### src/rtl/claw_level_ctrl.sv
// Gold Miner per-level claw controller: swing/descend/hold/retract, loot scoring, campaign sequencing.
// Latency: state and scores update 1 clk after inputs; collision flags and move_speed decode combinationally.
// Backpressure: none; pause freezes state, counter and scores and forces move_speed to 0.
module claw_level_ctrl #(
    parameter int NUM_LOOT        = 4,
    parameter int SCORE_W         = 12,
    parameter int SPEED_W         = 4,
    parameter int NUM_LEVELS      = 3,
    parameter int DEF_SPEED       = 4,
    parameter int MAX_DOWN_FRAMES = 90,
    parameter logic [NUM_LOOT*SCORE_W-1:0] LOOT_SCORE =
        {SCORE_W'(50), SCORE_W'(2), SCORE_W'(10), SCORE_W'(0)},
    parameter logic [NUM_LOOT*SPEED_W-1:0] LOOT_SPEED =
        {SPEED_W'(1), SPEED_W'(2), SPEED_W'(4), SPEED_W'(DEF_SPEED)}
) (
    input  logic                          clk,
    input  logic                          reset,
    input  logic                          startOfFrame,
    input  logic                          start_level,
    input  logic                          pause,
    input  logic                          claw_dr,
    input  logic                          borders_dr,
    input  logic                          miner_dr,
    input  logic                          loot_dr,
    input  logic [$clog2(NUM_LOOT)-1:0]   loot_type,
    input  logic                          timer_ended,
    input  logic                          is_enter_pressed,
    input  logic [SCORE_W-1:0]            goal,
    input  logic                          claw_returned,
    output logic                          claw_collision,
    output logic                          loot_collision,
    output logic [SPEED_W-1:0]            move_speed,
    output logic [SCORE_W-1:0]            level_score,
    output logic [SCORE_W-1:0]            total_score,
    output logic [$clog2(NUM_LEVELS):0]   level_num,
    output logic                          SingleHitPulse,
    output logic                          level_ended,
    output logic                          level_won,
    output logic                          game_over,
    output logic                          game_won
);
    localparam int TW = $clog2(NUM_LOOT);
    localparam int LW = $clog2(NUM_LEVELS) + 1;
    localparam int CW = $clog2(MAX_DOWN_FRAMES + 1);

    typedef enum logic [2:0] {
        IDLE, SWING, DOWN, HOLD, BACK, LEVEL_END, GAME_OVER, GAME_WON
    } state_t;

    state_t          state;
    logic [TW-1:0]   type_q;
    logic [CW-1:0]   down_cnt;
    logic            loot_hit, any_hit, active, frozen, won_now;
    logic [SCORE_W-1:0] loot_pts;

    assign loot_hit       = claw_dr & loot_dr;
    assign any_hit        = loot_hit | (claw_dr & borders_dr) | (claw_dr & miner_dr);
    assign claw_collision = any_hit & SingleHitPulse;
    assign loot_collision = loot_hit & SingleHitPulse;
    assign active         = (state == SWING) || (state == DOWN) || (state == HOLD) || (state == BACK);
    assign frozen         = pause & active;
    assign loot_pts       = LOOT_SCORE[type_q*SCORE_W +: SCORE_W];
    assign won_now        = (level_score >= goal);

    always_comb begin
        move_speed = '0;
        if (!frozen) begin
            case (state)
                SWING, DOWN, HOLD: move_speed = SPEED_W'(DEF_SPEED);
                BACK:              move_speed = LOOT_SPEED[type_q*SPEED_W +: SPEED_W];
                default:           move_speed = '0;
            endcase
        end
    end

    function automatic logic [SCORE_W-1:0] sat_add(input logic [SCORE_W-1:0] a,
                                                   input logic [SCORE_W-1:0] b);
        logic [SCORE_W:0] s;
        s = {1'b0, a} + {1'b0, b};
        return s[SCORE_W] ? '1 : s[SCORE_W-1:0];
    endfunction

    always_ff @(posedge clk or posedge reset) begin
        if (reset) begin
            state          <= IDLE;
            type_q         <= '0;
            down_cnt       <= '0;
            level_score    <= '0;
            total_score    <= '0;
            level_num      <= '0;
            SingleHitPulse <= 1'b0;
            level_ended    <= 1'b0;
            level_won      <= 1'b0;
            game_over      <= 1'b0;
            game_won       <= 1'b0;
        end else if (!frozen) begin
            case (state)
                IDLE: begin
                    level_score <= '0;
                    level_ended <= 1'b0;
                    level_won   <= 1'b0;
                    if (start_level) state <= SWING;
                end
                SWING: begin
                    type_q <= '0;
                    if (timer_ended) begin
                        state          <= LEVEL_END;
                        level_ended    <= 1'b1;
                        SingleHitPulse <= 1'b0;
                    end else if (is_enter_pressed) begin
                        state    <= DOWN;
                        down_cnt <= '0;
                    end
                end
                DOWN: begin
                    if (timer_ended) begin
                        state          <= LEVEL_END;
                        level_ended    <= 1'b1;
                        SingleHitPulse <= 1'b0;
                    end else if (any_hit) begin
                        state          <= HOLD;
                        SingleHitPulse <= 1'b1;
                        // Border/miner hits and out-of-table types retract empty.
                        type_q <= (loot_hit && (32'(loot_type) < NUM_LOOT)) ? loot_type : '0;
                    end else if (down_cnt >= CW'(MAX_DOWN_FRAMES)) begin
                        state  <= HOLD;
                        type_q <= '0;
                    end else if (startOfFrame) begin
                        down_cnt <= down_cnt + 1'b1;
                    end
                end
                HOLD: begin
                    if (timer_ended) begin
                        state          <= LEVEL_END;
                        level_ended    <= 1'b1;
                        SingleHitPulse <= 1'b0;
                    end else if (startOfFrame) begin
                        state          <= BACK;
                        SingleHitPulse <= 1'b0;
                    end
                end
                BACK: begin
                    // A claw landing on the same cycle the timer expires still scores.
                    if (claw_returned) begin
                        level_score <= sat_add(level_score, loot_pts);
                        total_score <= sat_add(total_score, loot_pts);
                    end
                    if (timer_ended) begin
                        state          <= LEVEL_END;
                        level_ended    <= 1'b1;
                        SingleHitPulse <= 1'b0;
                    end else if (claw_returned) begin
                        state <= SWING;
                    end
                end
                LEVEL_END: begin
                    level_ended <= 1'b1;
                    level_won   <= won_now;
                    if (is_enter_pressed) begin
                        if (!won_now) begin
                            state     <= GAME_OVER;
                            game_over <= 1'b1;
                        end else if (level_num == LW'(NUM_LEVELS - 1)) begin
                            state    <= GAME_WON;
                            game_won <= 1'b1;
                        end else begin
                            level_num <= level_num + 1'b1;
                            state     <= IDLE;
                        end
                    end
                end
                GAME_OVER, GAME_WON: begin
                    if (start_level) begin
                        state       <= SWING;
                        level_num   <= '0;
                        level_score <= '0;
                        total_score <= '0;
                        game_over   <= 1'b0;
                        game_won    <= 1'b0;
                        level_ended <= 1'b0;
                        level_won   <= 1'b0;
                    end
                end
                default: state <= IDLE;
            endcase
        end
    end
endmodule

### config.mk
export PLATFORM = sky130hd
export DESIGN_NAME = claw_level_ctrl
export DESIGN_NICKNAME = d
export VERILOG_FILES = /design/src/rtl/claw_level_ctrl.sv
export SDC_FILE = /design/constraint.sdc
export NUM_CORES = 1
export LEC_CHECK = 0
export BUFFER_PORTS_ARGS = -buffer_cell sky130_fd_sc_hd__buf_2
export CAP_MARGIN = 20
export CORE_MARGIN = 2
export CORE_UTILIZATION = 56
export CTS_CLUSTER_SIZE = 8
export DETAILED_ROUTE_END_ITERATION = 10
export PLACE_DENSITY = 0.8
export RECOVER_POWER = 50
export SYNTH_ARGS = -nofsm -noshare
export SYNTH_HDL_FRONTEND = slang
export SYNTH_SLANG_ARGS = --single-unit
### constraint.sdc
create_clock -name clk -period 2.9 [get_ports clk]
set_input_delay 0.435 -clock clk [delete_from_list [all_inputs] [get_ports clk]]
set_output_delay 0.435 -clock clk [all_outputs]
set_load 0.005 [all_outputs]
==> results.md, run 1 <==
- CTS tree: yes
- Drt drc: 0
- DR vias: between 3000 and 4000
- Die height: 79.9 um
- Worst r2r dst: total_score[9]
- Resize count post-CTS: 0
- R2R cell count: 8
- DIE WIDTH: 79.9 um
- Post-CTS Hold Buffers: 0
- GR Util All Layers: between 20% and 30%
- Post-synth EDFFs: 0
- CP arrival: 1980 ps
- Fraction of layout cells with a size suffix above 1: 17.1%
- Post-Syn Instances: 389
- Tcrit/Tclk final: 83.4%
- N_diodes: 0
- Largest net degree at the start of global routing: 45
- Initial detailed-routing violation count: 293
- Total Wirelength: roughly 7500 um
- Final Skew: slightly above 7 ps
- Max Cap Viol: 0
- I/O pins: 64
- DR pass1 iterations: 5
- Worst slack, placed: 580 ps
- Worst-Skew Late Latency: 290 ps
- F_max: ~410 MHz
- Initial Utilization: approximately 58%
- FF-to-FF Start: type_q[1]
- Worst path cell trace: or3b_1 -> nor4_1 -> buf_2
- Post-Syn Nets: about 440
- Syn. warnings: 0
- # nets final: 501
- CTS root buf: clkbuf_8
- Status: completed
- Hold Violations, Final: 0
- CTS Buffer Depth: 2
- First-pass GRT wire length: 12800 um
- Number of I/O port buffers: 62
- Top FF cell, synth: dfrtp_1
- Hold WC Path Type: in2reg
- Startpoint Class: flip-flop
- Setup crit end: move_speed[1]
- GRT overflow: 0
- Power Dens Cells: approximately 560 nW/um^2
- Worst-path fanout max: 25
- Total CTS buffers: 5
- Slew Viols, Final: 0
- Row cnt: 27
- Crit path launch: state[0]
- Setup CP Type: reg2out
- LEAKAGE: 0.00189 uW
- Setup ws final: a little under 500 ps
- Syn avg cell area: ~8.3 um^2
- CTS H-Tree Depth: 2
- Final setup vio count: 0
- Slew headroom: a little over a quarter
- Post-synth cell types: 56
- Final hold slack: 439 ps
- Flop and latch count out of synthesis: 44
- Post-CTS repair timing setup buffer count: 0
- Sum Neg Setup Slack: 0 ps
- Mapped cell area: 3220 um^2
- Post-detail-place hpwl: 5570 um
- Post-synthesis sequential area ratio: 34.2%
- Wire per inst: 14.4 um
- Clock transition at path regs: 80 ps
- Final min period: 2420 ps
- Asr flop ratio synth: 100%
- Core ar.: between 5000 and 6000 um^2
- DR vias/cell: 6.00
- FF-to-FF setup slack: 590 ps
- Routability congestion estimate: between 0.8 and 0.9
- Finished Core Util: 66.2%
- Vias in the first global route: 2820
- Synthesis-to-finish area growth: 13.9%
- Worst vdd ir: 370 uV
- Clk sinks: 44
- Worst-margin pin slew: 1100 ps
- DRT antenna net count: 0
- Crit path required time: 2470 ps
- Die area: 6380 um^2
- Slowest cell on the critical path: dfrtp_1
- Unrepaired setup endpoints after global routing: false
- CP peak stage delay: 650 ps
- Worst setup EP type: primary output
- Initial antenna violation count: 0
-- through the flow --
stage / power (uW) / area [um^2] / cells
global placement: 1670 / 3600 / 514
detailed placement: 1700 / 3600 / 514
CTS: 2070 / 3680 / 521
global route: 2230 / 3670 / 521
floorplan: 1470 / 3220 / 389
finish: 2070 / 3670 / 521
-- cells in the mapped netlist (2+ instances only) --
| cell | number | share of area (%) |
|---|---|---|
| a41oi_1 | 2 | 0.54 |
| xnor2_1 | 4 | 1.1 |
| and2_1 | 4 | 0.78 |
| buf_4 | 2 | 0.47 |
| nand3_1 | 11 | 1.7 |
| a211oi_1 | 7 | 1.6 |
| ha_1 | 26 | 10 |
| o31ai_1 | 2 | 0.47 |
| buf_2 | 3 | 0.47 |
| and3_1 | 6 | 1.2 |
| a21o_1 | 9 | 2.1 |
| dfrtp_1 | 44 | 34 |
| o21bai_1 | 3 | 0.70 |
| o22a_1 | 4 | 1.1 |
| a22o_1 | 2 | 0.54 |
| o211ai_1 | 3 | 0.70 |
| o21ai_1 | 2 | 0.31 |
| mux2i_1 | 2 | 0.62 |
| o31a_1 | 2 | 0.54 |
| nor4_1 | 4 | 0.78 |
| a2bb2oi_1 | 2 | 0.54 |
| nor2_1 | 28 | 3.3 |
| a211o_1 | 3 | 0.82 |
| o21ai_0 | 37 | 5.7 |
| xor2_1 | 2 | 0.54 |
| a21oi_1 | 25 | 3.9 |
| a31oi_1 | 12 | 2.3 |
| nand2b_1 | 10 | 1.9 |
| clkbuf_1 | 10 | 1.2 |
| nand4_1 | 12 | 2.3 |
| nand2_1 | 37 | 4.3 |
| nor2b_1 | 7 | 1.4 |
| nor3_1 | 15 | 2.3 |
| inv_1 | 25 | 2.9 |
-- worst max-delay path: cells and delay by family (launching register included) --
family        cells  cell delay (ps)
simple gates      2              850
flops             1              650
buf+inv           1              180
-- per-layer routing --
metal,wire length [um],vias up,part of all wire [%],GRT usage [%]
met1,3530,1471,47,35.0
met4,76,0,1.0,6.27
li1,-,1540,-,-
met2,3440,110,46,39.8
met5,0,-,0,0
met3,430,7,5.7,3.62
-- how the worst min path moves through the flow --
stage                 start  cells after the start        endpoint  slack (ps)
6_report       loot_type[0]                      3       type_q[0]         440
5_1_grt        loot_type[0]                      3       type_q[0]         470
4_1_cts               reset                      3  total_score[0]         300
3_5_place_dp      game_over                      2       game_over         470
3_3_place_gp       game_won                      1        game_won         460
2_1_floorplan     game_over                      2       game_over         470
-- layout by cell type (no fill, tap or decap), types with 7 or more instances in the layout --
master    netlist  final
nor2b_1         7      7
ha_1           26     26
buf_2           3     57
nor3_1         15     15
a211oi_1        7      7
dfrtp_1        44     44
nor2_1         28     28
nand2_1        37     37
nand3_1        11     11
nand4_1        12     12
inv_1          25     25
a21o_1          9      9
nand2b_1       10     10
a21oi_1        25     25
a31oi_1        12     12
o21ai_0        37     37
-- cells by family (layout without fill, tap and decap cells) --
kind of cell | count (synthesis) | count (layout) | share of synthesized area (%)
other cells | 1 | 1 | 0.116
flops | 44 | 44 | 34.2
simple gates | 142 | 142 | 22.3
fa+ha+maj | 26 | 26 | 10.1
mux | 4 | 4 | 1.32
buf+inv | 40 | 100 | 5.01
xor+xnor | 6 | 6 | 1.63
compound gates | 126 | 126 | 25.4
-- where the power goes --
part | internal [uW] | total [uW] | switching, uW
registers | 696 | 833 | 137
logic | 360 | 862 | 503
clock network | 164 | 371 | 206
-- flip-flops by register name (all words and copies together), names as in the netlist --
name and cells:
SingleHitPulse 1, down_cnt 7, game_over 1, game_won 1, level_ended 1, level_num 3
level_score 12, level_won 1, state 3, total_score 12, type_q 2
-- cell type report --
cell class              instances  area, um^2
clock inverters                 1        5.00
clock buffers                   6        72.6
flip-flops and latches         44        1100
repair buffers                 68         347
inverters                      25        93.8
well taps                      72        90.1
fillers                       476        1870
multi-input cells             305        1960
Note: power is estimated with default switching activity, not from simulation.
==> run 2: changes to the inputs <==
- CORE_UTILIZATION: 56 -> 50
- PLACE_DENSITY: 0.8 -> 0.75
- clock period: 2.9 -> 2.2 ns (I/O delays scaled with it)
==> run 2 against run 1 <==
Final area up 8.8%. Combinational power rose by 66%. Sequential power rose by 27%. Critical path depth increased by 6. Total power increased by 54%. Utilization shrank 2.6 points. Critical endpoint is now level_score[11]. Highest routed layer unchanged.
==> results.md, run 2 (same netlist as run 1, synthesis figures left out) <==
- Status: completed
- DR vias/cell: around 6
- GR Util All Layers: 23.6%
- R2R cell count: 9
- DR pass1 iterations: 5
- Post-CTS Hold Buffers: 0
- DRT antenna net count: 0
- Total Wirelength: 8430 um
- Most frequent cells in the layout: buf_2 (57), dfrtp_1 (42), nand2_1 (37)
- I/O pins: 64
- Worst-path fanout max: 5
- CTS H-Tree Depth: 2
- Power Dens Cells: between 700 and 800 nW/um^2
- Crit path required time: 2390 ps
- First-pass GRT wire length: 13900 um
- Biggest regs: level_score: 12 flops, total_score: 12 flops, down_cnt: 7 flops
- Post-detail-place hpwl: 6090 um
- CP arrival: between 2000 and 2500 ps
- Initial detailed-routing violation count: 199
- Hold WC Path Type: in2reg
- # nets final: between 500 and 600
- Slew Viols, Final: 0
- Final Skew: around 6.3 ps
- Top sig layer: met4
- Wire per inst: roughly 15 um
- Met1 WL: 3740 um
- Die area: 7100 um^2
- Initial antenna violation count: 0
- Initial Utilization: 51.3%
- Unrepaired setup endpoints after global routing: true
- Max Cap Viol: 0
- Routability congestion estimate: 0.898
- Die height: between 80 and 90 um
- Synthesis-to-finish area growth: 23.9%
- CTS tree: yes
- CTS Buffer Depth: 2
- Worst-margin pin slew: approximately 1100 ps
- Worst vdd ir: 398 uV
- Tcrit/Tclk final: a little over nine tenths
- DIE WIDTH: 84.3 um
- Startpoint Class: flip-flop
- Clock transition at path regs: 90 ps
- Slew headroom: a little over a quarter
- Vias in the first global route: 3084
- Number of I/O port buffers: between 60 and 70
- Met3 wire length: 528 um
- Leading cell type in the layout, fill and taps excluded: buf_2
- Final setup vio count: 0
- Setup CP Type: reg2reg
- Total CTS buffers: 5
- Worst setup EP type: flip-flop
- Cell Count, Final, Fillers Out: 557
- Fraction of layout cells with a size suffix above 1: 25.0%
- Final min period: 2140 ps
- CTS root buf: clkbuf_8
- Clk sinks: 44
- # placed instances: 540
- Core ar.: approximately 6300 um^2
- WL met2: 4040 um
- Drt drc: 0
- FF-to-FF setup slack: 60 ps
- GRT overflow: 0
- Worst hold path depth: 3
- Final hold slack: 350 ps
- F_max: 467 MHz
- Worst-Skew Late Latency: roughly 300 ps
- N_diodes: 0
- Hold Violations, Final: 0
- Final Power: 3190 uW
- Row cnt: 29
- LEAKAGE: 0.00206 uW
- Largest net degree at the start of global routing: 45
- DR vias: 3336
-- run 2: worst paths after layout --
kind / startpoint / to
worst max register to register: type_q[0] / level_score[11]
max in group asynchronous: reset / state[0]
worst max-delay path: type_q[0] / level_score[11]
min in group asynchronous: reset / total_score[6]
worst min-delay path: loot_type[0] / type_q[0]
worst min register to register: game_won / game_won
-- run 2: critical path, cell delays in order, from the launching register on --
cell      delay (ps)
dfrtp_1          410
inv_2            100
nand2_1           90
ha_1             220
ha_1             210
a21o_1           190
a221o_1          360
nand4_1          140
o21bai_1          70
a22o_1           220
-- run 2: timing repair --
action                                  in CTS  in global routing
pin swaps                                    0                  5
setup buffers                                0                  9
gates cloned                                 0                  0
gates resized for setup                      2                 10
endpoints found under the setup margin       3                 22
-- run 2: where the power goes --
part	total, uW	switching [uW]	internal [uW]
Sequential	1060	139	923
Clock	696	295	401
Combinational	1430	786	646
-- run 2: metal layers --
layer	track usage, %	up-vias
met1	31.8	1590
li1	-	1601
met3	4.72	15
met2	39.1	130
met4	6.30	0
met5	0	-
-- run 2: through the flow --
| stage | worst slack, ps | setup TNS [ps] | area (um^2) | util [%] |
|---|---|---|---|---|
| final | 57.8 | 0 | 3990 | 63.6 |
| after global routing | -91.6 | -121 | 3990 | 63.6 |
| after CTS | 13.3 | 0 | 3890 | 62.0 |
| after detailed placement | 49.9 | 0 | 3760 | 60.0 |
| after global placement | 134 | 0 | 3760 | 60.0 |
| after floorplan | 7.40 | 0 | 3220 | - |
-- run 2: area by class of cell --
cell class | instances | area [um^2]
multi-input cells | 305 | 2000
inverters | 25 | 93.8
clock buffers | 7 | 96.3
flip-flops and latches | 44 | 1100
well taps | 77 | 96.3
fillers | 554 | 2280
repair buffers | 98 | 572
clock inverters | 1 | 30.0
